### src/rtl/pll_phase_scan_pkg.sv
// Shared types and constants for the PLL phase scan sequencer.
package pll_phase_scan_pkg;

    localparam int PHASE_W          = 8;
    localparam int DEF_CNT_W        = 32;
    localparam int DEF_LOCK_TIMEOUT = 65535;

    // Record count value reserved to flag a point whose PLL never locked.
    localparam logic [DEF_CNT_W-1:0] TIMEOUT_MARK = '1;

    typedef enum logic [2:0] {
        S_IDLE,
        S_UPDATE,
        S_WAITLOCK,
        S_SETTLE,
        S_DWELL,
        S_REPORT,
        S_ADVANCE
    } state_t;

endpackage

### src/rtl/pll_phase_scan_hit_window_counter.sv
// Counts hit strobes over a fixed-length window; the count saturates one below
// all-ones so it can never alias the lock-timeout marker.
module hit_window_counter #(
    parameter int CNT_W = 32,
    parameter int LEN_W = 32
) (
    input  logic             i_clk,
    input  logic             i_reset,
    input  logic             i_clear,
    input  logic             i_enable,
    input  logic             i_hit,
    input  logic [LEN_W-1:0] i_length,
    output logic             o_window_done,
    output logic [CNT_W-1:0] o_count
);

    localparam logic [CNT_W-1:0] SAT = {{(CNT_W-1){1'b1}}, 1'b0};

    logic [LEN_W-1:0] r_tick;
    logic [CNT_W-1:0] r_count;
    logic [LEN_W-1:0] w_last;

    // A zero length behaves as a one-cycle window.
    assign w_last        = (i_length == '0) ? '0 : i_length - LEN_W'(1);
    assign o_window_done = i_enable && (r_tick == w_last);
    assign o_count       = r_count;

    always_ff @(posedge i_clk) begin
        if (i_reset || i_clear) begin
            r_tick  <= '0;
            r_count <= '0;
        end else if (i_enable) begin
            r_tick <= r_tick + LEN_W'(1);
            if (i_hit && (r_count != SAT))
                r_count <= r_count + CNT_W'(1);
        end
    end

endmodule

### src/rtl/pll_phase_scan.sv
// Sweeps the PLL output phase over a range, measuring hit coincidences per
// phase point and handing each (phase, count) record out over valid/ready.
module pll_phase_scan
    import pll_phase_scan_pkg::*;
#(
    parameter int LOCK_TIMEOUT = DEF_LOCK_TIMEOUT,
    parameter int CNT_W        = DEF_CNT_W
) (
    input  logic               i_clk,
    input  logic               i_reset,
    input  logic               i_start,
    input  logic               i_abort,
    input  logic [PHASE_W-1:0] i_phase_start,
    input  logic [PHASE_W-1:0] i_phase_stop,
    input  logic [PHASE_W-1:0] i_phase_step,
    input  logic [15:0]        i_settle_ticks,
    input  logic [31:0]        i_dwell_ticks,
    input  logic               i_hit,
    input  logic               i_pll_locked,
    output logic [PHASE_W-1:0] o_pll_clk_phase,
    output logic               o_updatepll,
    output logic               o_busy,
    output logic               o_done,
    output logic               o_res_valid,
    input  logic               i_res_ready,
    output logic [PHASE_W-1:0] o_res_phase,
    output logic [CNT_W-1:0]   o_res_count,
    output logic               o_lock_err
);

    localparam logic [31:0] LT_LAST = 32'(LOCK_TIMEOUT - 1);

    state_t             r_state, w_next;
    logic [PHASE_W-1:0] r_phase, r_stop, r_step;
    logic [15:0]        r_settle;
    logic [31:0]        r_dwell;
    logic [31:0]        r_timer;
    logic               r_lock_err;
    logic               r_pt_timeout;

    logic [PHASE_W:0]   w_next9;
    logic               w_adv_end;
    logic [15:0]        w_settle_last;
    logic               w_settle_done;
    logic               w_lock_ok;
    logic               w_lock_to;
    logic               w_abort;
    logic               w_win_done;
    logic [CNT_W-1:0]   w_count;

    // Widened add so a step past 255 ends the scan instead of wrapping.
    assign w_next9       = {1'b0, r_phase} + {1'b0, r_step};
    assign w_adv_end     = w_next9[PHASE_W] || (w_next9 > {1'b0, r_stop});
    assign w_settle_last = (r_settle == 16'd0) ? 16'd0 : r_settle - 16'd1;
    assign w_settle_done = (r_timer == {16'd0, w_settle_last});
    // The PLL drops lock right after an update, so the first cycle is ignored.
    assign w_lock_ok     = (r_timer != 32'd0) && i_pll_locked;
    assign w_lock_to     = (r_timer >= LT_LAST);
    assign w_abort       = i_abort && (r_state != S_IDLE);

    hit_window_counter #(
        .CNT_W (CNT_W),
        .LEN_W (32)
    ) u_win (
        .i_clk         (i_clk),
        .i_reset       (i_reset),
        .i_clear       (r_state == S_UPDATE),
        .i_enable      (r_state == S_DWELL),
        .i_hit         (i_hit),
        .i_length      (r_dwell),
        .o_window_done (w_win_done),
        .o_count       (w_count)
    );

    always_ff @(posedge i_clk) begin
        if (i_reset) r_state <= S_IDLE;
        else         r_state <= w_next;
    end

    always_comb begin
        w_next      = r_state;
        o_updatepll = 1'b0;
        o_done      = 1'b0;
        case (r_state)
            S_IDLE:     if (i_start) w_next = S_UPDATE;
            S_UPDATE: begin
                o_updatepll = 1'b1;
                w_next      = S_WAITLOCK;
            end
            S_WAITLOCK: begin
                if (w_lock_ok)      w_next = S_SETTLE;
                else if (w_lock_to) w_next = S_REPORT;
            end
            S_SETTLE:   if (w_settle_done) w_next = S_DWELL;
            S_DWELL:    if (w_win_done) w_next = S_REPORT;
            S_REPORT:   if (i_res_ready) w_next = S_ADVANCE;
            S_ADVANCE: begin
                if (w_adv_end) begin
                    w_next = S_IDLE;
                    o_done = 1'b1;
                end else begin
                    w_next = S_UPDATE;
                end
            end
            default:    w_next = S_IDLE;
        endcase
        if (w_abort) begin
            w_next = S_IDLE;
            o_done = 1'b0;
        end
    end

    always_ff @(posedge i_clk) begin
        if (i_reset) begin
            r_phase      <= '0;
            r_stop       <= '0;
            r_step       <= '0;
            r_settle     <= '0;
            r_dwell      <= '0;
            r_timer      <= '0;
            r_lock_err   <= 1'b0;
            r_pt_timeout <= 1'b0;
        end else if (!w_abort) begin
            case (r_state)
                S_IDLE: begin
                    if (i_start) begin
                        r_phase    <= i_phase_start;
                        r_stop     <= i_phase_stop;
                        r_step     <= (i_phase_step == '0) ? PHASE_W'(1) : i_phase_step;
                        r_settle   <= i_settle_ticks;
                        r_dwell    <= i_dwell_ticks;
                        r_lock_err <= 1'b0;
                    end
                end
                S_UPDATE: begin
                    r_timer      <= '0;
                    r_pt_timeout <= 1'b0;
                end
                S_WAITLOCK: begin
                    if (w_lock_ok) begin
                        r_timer <= '0;
                    end else if (w_lock_to) begin
                        r_pt_timeout <= 1'b1;
                        r_lock_err   <= 1'b1;
                    end else begin
                        r_timer <= r_timer + 32'd1;
                    end
                end
                S_SETTLE:  r_timer <= r_timer + 32'd1;
                S_ADVANCE: if (!w_adv_end) r_phase <= w_next9[PHASE_W-1:0];
                default: ;
            endcase
        end
    end

    assign o_pll_clk_phase = r_phase;
    assign o_busy          = (r_state != S_IDLE);
    assign o_res_valid     = (r_state == S_REPORT);
    assign o_res_phase     = o_res_valid ? r_phase : '0;
    assign o_res_count     = !o_res_valid ? '0 : (r_pt_timeout ? {CNT_W{1'b1}} : w_count);
    assign o_lock_err      = r_lock_err;

endmodule
### config.mk
export PLATFORM = sky130hd
export DESIGN_NAME = pll_phase_scan
export DESIGN_NICKNAME = d
export VERILOG_FILES = /design/src/rtl/pll_phase_scan_pkg.sv /design/src/rtl/pll_phase_scan_hit_window_counter.sv /design/src/rtl/pll_phase_scan.sv
export SDC_FILE = /design/constraint.sdc
export NUM_CORES = 1
export LEC_CHECK = 0
export ABC_AREA = 0
export CORE_UTILIZATION = 53
export DETAILED_ROUTE_END_ITERATION = 16
export PLACE_DENSITY = 0.82
export SYNTH_ARGS = -nofsm -noshare
export SYNTH_HDL_FRONTEND = slang
export SYNTH_SLANG_ARGS = --single-unit
### constraint.sdc
create_clock -name i_clk -period 10.2 [get_ports i_clk]
set_input_delay 1.53 -clock i_clk [delete_from_list [all_inputs] [get_ports i_clk]]
set_output_delay 1.53 -clock i_clk [all_outputs]
set_load 0.02 [all_outputs]
## Yosys cells after proc, flatten, opt, wreduce, memory -nomap -nowiden

Cells that the tools add are included.

| operators by class | value |
|---|---|
| $add $sub $neg | 6 |
| magnitude comparators | 2 |
| equal/unequal tests | 18 |
| mux-type cells | 29 |
| bitwise gates (word level) | 1 |
| reductions and logical operators | 24 |

Operators with widths:

| operator | number |
|---|---|
| two-way mux 32 bit | 5 |
| adder 32 x 1 -> 32 bit, second input constant | 3 |
| one-hot mux 32 bit (3 select lines) | 1 |
| equality test 32 x 16 -> 1 bit | 1 |
| equality test 32 bit | 1 |
| >= comparator 32 x 16 -> 1 bit, second input constant | 1 |
| logical NOT 32 bit | 1 |
| two-way mux 8 bit | 4 |
| inequality test 32 bit, second input constant | 1 |
| nonzero test 32 bit | 1 |
| subtractor 32 x 1 -> 32 bit, second input constant | 1 |
| one-hot mux 3 bit (7 select lines) | 1 |
| two-way mux 3 bit | 6 |
| logical NOT 16 bit | 1 |
| two-way mux 16 bit | 1 |
| one-hot mux 8 bit (2 select lines) | 1 |
| subtractor 16 x 1 -> 16 bit, second input constant | 1 |
| inequality test 2 bit, second input constant | 6 |
| AND reduction 5 bit | 2 |
| adder 8 x 8 -> 9 bit | 1 |
| equality test 3 bit, second input constant | 3 |
| > comparator 9 x 8 -> 1 bit | 1 |
| logical NOT 8 bit | 1 |
| two-way mux 1 bit | 8 |
| 15 further kinds | 27 |

| word-level totals | value |
|---|---|
| register bits after elaboration | 173 |
| bits of input ports | 79 |

## Depth between registers and ports, before layout

| logic depth | value |
|---|---|
| word-level depth | 6 |
| gate-level depth with buffers | 17 |
| depth with buffers taken out | 16 |

## Modules after synthesis

A second synthesis with hierarchy kept.

| unflattened totals | value |
|---|---|
| cells, all modules | 1,442 |
| area, all modules | 10,674.0 um2 |

By module, submodules not included:

| module | times used | cells an instance | area each (um2) | seq. area each (um2) |
|---|---|---|---|---|
| pll_phase_scan | 1 | 892 | 6,388.6 | 2,182.1 |
| hit_window_counter | 1 | 550 | 4,285.4 | 1,281.2 |

## Worst setup path after synthesis

Ideal clock, no wire load.

| timing path | value |
|---|---|
| path kind | flip-flop to output port |
| from | reg r_phase[1] (netlist: o_pll_clk_phase[1]) |
| to | out o_done |
| arrival | 3.128 ns |
| data required time | 8.670 ns |
| setup slack | 5.542 ns |
| cell stages (with the launch flop) | 16 |
| buffers on the path | 0 |
| path through | dfxtp_1 -> ha_1 -> a21o_1 -> a21oi_1 -> o21bai_1 -> a21oi_1 -> o21ai_0 -> a21oi_1 -> xnor2_1 -> ha_1 -> nand2_1 -> a2111oi_0 -> a211oi_1 -> o21ai_0 -> nand2_1 -> a21oi_1 |

| on the way | value |
|---|---|
| cells in the longest elaborated chain, start to end | 6 |

Ends and longest elaborated chain:

| item | RTL line | source |
|---|---|---|
| from (decl) | pll_phase_scan.sv:34 | `logic [PHASE_W-1:0] r_phase, r_stop, r_step;` |
| from (signal assigned) | pll_phase_scan.sv:127 | `r_phase <= i_phase_start;` |
| from (signal assigned) | pll_phase_scan.sv:150 | `S_ADVANCE: if (!w_adv_end) r_phase <= w_next9[PHASE_W-1:0];` |
| adder 8 x 8 -> 9 bit * | pll_phase_scan.sv:52 | `assign w_next9 = {1'b0, r_phase} + {1'b0, r_step};` |
| > comparator 9 x 8 -> 1 bit | pll_phase_scan.sv:53 | `assign w_adv_end = w_next9[PHASE_W] \|\| (w_next9 > {1'b0, r_stop});` |
| logical OR 1 bit * | pll_phase_scan.sv:53 |  |
| two-way mux 1 bit * | pll_phase_scan.sv:98 | `if (w_adv_end) begin` |
| two-way mux 1 bit * | pll_phase_scan.sv:84 | `case (r_state)` |
| two-way mux 1 bit * | pll_phase_scan.sv:107 | `if (w_abort) begin` |
| to (decl) | pll_phase_scan.sv:23 | `output logic o_done,` |

Every way passes the cells marked *; elsewhere a longest branch is shown, timed or not.

## Worst setup path after layout

Ends and elaborated chain as after synthesis.

==> summary.md <==
| Metric | Value |
|---|---|
| Worst EP required | `~8700 ps` |
| Net count, final | `between 1,500 and 2,000` |
| Final hold vios | `0` |
| CTS sink count | `between 150 and 200` |
| # hold bufs at CTS | `0` |
| Post-synth EDFFs | `0` |
| Gpl congestion | `0.9353` |
| Core Footprint | `between 0.015 and 0.02 sq mm` |
| Synth cell types | `78` |
| Avg WL per Cell | `~16 um` |
| First-pass GRT wire length | `around 45,000 um` |
| Largest cells by area after synthesis | `dfxtp_1 (33%), nor2_1 (7.7%), nand2_1 (7.3%)` |
| Vias per cell | `approximately 5.8` |
| Post-DP HPWL | `slightly below 20,000 um` |
| Largest family of logic cells by synthesized area | `simple AND/OR/NAND/NOR gates` |
| Mux cell area share after synthesis | `under 10%` |
| Chip width | `141.9 um` |
| Post-DRT Antenna Nets | `0` |
| CP arrival | `~4300 ps` |
| Cts repair resizes | `0` |
| Layout cell share with drive strength beyond 1 | `between 4 and 5%` |
| Clock latency at the later pin of the worst-skew pair | `approximately 430 ps` |
| Pin count of the biggest net entering global routing | `between 70 and 80` |
| Maximum VDD drop | `about 0.13 mV` |
| Synthesis-stage register bit count | `about 170` |
| Die footprint | `a little over 0.02 sq mm` |
| XOR/XNOR share of the synthesized area | `roughly a tenth` |
| CTS Buf Count | `17` |
| Async SR Flop Fraction | `0%` |
| Critical path class | `flop to primary output` |
| Max Freq | `about 0.17 GHz` |
| Synth Area in Simple Gates | `31.72%` |
| Commonest non-fill, non-tap cells in the layout | `nor2_1 (213), nand2_1 (202), dfxtp_1 (173)` |
| CTS clock-pin slew for the worst setup and hold paths | `70 ps` |
| Worst Hold Depth | `2` |
| Std cell rows | `50` |
| Reg-to-reg slack, setup | `slightly above 6000 ps` |
| Global routing's busiest layer | `met2` |
| Clock root cell | `clkbuf_16` |
| Synthesized cell area | `0.01037 sq mm` |
| Met3 usage | `approximately 5.6%` |
| Maxcap violations | `0` |
| WHS | `460.5 ps` |
| Hold EP | `r_stop[1]` |
| Crit Path Max Fanout | `5` |
| Fin crit period | `between 5000 and 6000 ps` |
| Cells after Synth | `about 1,400` |
| Adder-Cell Fraction of Synth Area | `a little over 3%` |
| Setup_tns | `0 ps` |
| Port Buffers | `~130` |
| Diode count | `0` |
| Grt ovf | `0` |
| Power density over cell area | `201.0 mW/mm^2` |
| Top cell by count, worst path | `a21oi_1` |
| Area leader, netlist | `dfxtp_1` |
| Worst-margin pin slew | `approximately 1200 ps` |
| Ports | `132` |
| M2 GR Usage | `44.72%` |
| Sequential-to-total area share from yosys stat | `about a third` |
| Total Routing Usage GR | `about 28%` |
| Syn nets | `around 1,500` |
| CTS tree | `done` |
| Worst slew margin | `between 20% and 30%` |
| Top_reg_cell synth | `dfxtp_1` |
| Slew Limit Fails | `0` |
| H-tree depth | `4` |
| Reg2reg end | `r_state[0]` |
| Hold Path Class | `flop to flop` |
| Skew final | `9.446 ps` |
| Total power | `roughly 2500 uW` |
| Unrepaired setup endpoints after global routing | `false` |
| Worst r2r src | `r_dwell[0]` |
| Post-synthesis compound-gate area fraction | `between 10% and 20%` |
| Critical path's slowest cell | `clkdlybuf4s50_1` |
| Bufs on Longest Clock Path | `2` |
| Die Height | `between 100 and 150 um` |
| Via Count | `roughly 10,000` |
| Initial core utilization | `a little over half` |
| Mean Syn Cell Area | `7.426 sq um` |
| Post-CTS setup buffers | `0` |
| Initial drt markers | `723` |
| Status | `finished, final reports clean` |
| Worst Hold Launch | `r_stop[1]` |
| GRT met1 Usage | `37.43%` |
| Endpoint class of the critical path | `primary output` |
| CP Cell Sequence | `ha_1, a21o_1, a21oi_1, o21bai_1, a21oi_1, o21ai_0, a21oi_1, xnor2_1, ha_1, nand2_1, a2111oi_0, a211oi_1, o21ai_0, nand2_1, a21oi_1, clkdlybuf4s50_1` |
| Number of antenna violations at the first check in global routing | `0` |
| Crit-path max cell delay | `roughly 650 ps` |
| Leading cell type in the layout, fill and taps excluded | `nor2_1` |
| Final Cycle Share | `a little under three fifths` |
| Layout area overhead | `19.30%` |
| Drt total wl | `approximately 28,000 um` |
| Number of remaining DRC errors | `0` |
| Worst setup SP type | `flop` |
| Vias in the first global route | `around 9,300` |
| Leakage Power | `approximately 0.0043 uW` |
| Yosys warnings | `0` |
| Final Setup Violations | `0` |
| DRT Pass-1 Iters | `5` |
| Reg2Reg Depth | `11` |
| Yosys top cell area share | `33.39%` |
[worst max-delay path: cells and delay by family (launching register included)]
family,cells,cell delay (ps)
compound gates,10,1920
xor+xnor,1,110
fa+ha+maj,2,570
buf+inv,1,650
flops,1,430
simple gates,2,210
[worst max path at each step]
stage,depth (start not counted),slack (ps),start,end
3_3_place_gp,16,4860,o_pll_clk_phase[1],o_done
3_5_place_dp,16,4760,o_pll_clk_phase[1],o_done
6_report,16,4340,o_pll_clk_phase[1],o_done
5_1_grt,16,3870,o_pll_clk_phase[1],o_done
2_1_floorplan,15,5540,o_pll_clk_phase[1],o_done
4_1_cts,16,4290,o_pll_clk_phase[1],o_done
[routing by layer]
metal,vias up,part of all wire (%)
li1,4990,-
met1,4682,47
met2,354,45
met3,56,6.4
met4,0,2.2
met5,-,0
[metrics by stage]
| step | setup slack [ps] | util, % | cell area (sq um) | std cells |
|---|---|---|---|---|
| floorplan | 5542 | - | 10370 | 1397 |
| global placement | 4859 | 61.94 | 11740 | 1713 |
| detailed placement | 4762 | 61.94 | 11740 | 1713 |
| CTS | 4288 | 65.29 | 12380 | 1745 |
| global route | 3872 | 65.29 | 12380 | 1745 |
| finish | 4339 | 65.29 | 12380 | 1745 |
[layout make-up]
cell class | count | area [sq um]
timing repair buffer | 137 | 1351
multi-input combinational | 1097 | 6429
inverter | 46 | 172.7
fill | 1651 | 6580
tap | 260 | 325.3
sequential | 173 | 3463
clock inverter | 14 | 205.2
clock buffer | 18 | 429.2
[synthesized netlist by cell type (all sizes together), types with 3 or more instances]
library cell,count
nor2,214
nand2,203
dfxtp,173
a21oi,112
clkbuf,70
xnor2,64
xor2,57
nor3,53
o21ai,48
inv,46
nand3,40
nand4,32
or3,32
ha,24
nor4,23
mux2i,17
and3,13
nor2b,12
buf,11
or4,10
and2,9
nand2b,9
a211oi,8
and4,7
or2,7
a21o,6
a31oi,6
nor4b,6
o21a,6
a2111oi,5
a32oi,5
o22ai,5
a211o,4
mux2,4
nor3b,4
a221oi,3
nand3b,3
nand4b,3
o2111a,3
o32a,3
o41ai,3
[where the power goes]
group	total (uW)	internal [uW]	switching [uW]
registers	833	735	98.3
clock network	700	416	284
logic	954	385	570
[flip-flops by register name (all words and copies together) (netlist names)]
signal,count
r_dwell,32
r_timer,32
u_win.o_count,32
u_win.r_tick,32
r_settle,16
o_pll_clk_phase,8
r_step,8
r_stop,8
r_state,3
o_lock_err,1
r_pt_timeout,1
[cell families after synthesis]
kind of cell / count (synthesis)
compound gates: 243
simple gates: 685
mux: 21
fa+ha+maj: 25
xor+xnor: 123
flops: 173
buf+inv: 127
Note: power is estimated with default switching activity, not from simulation.
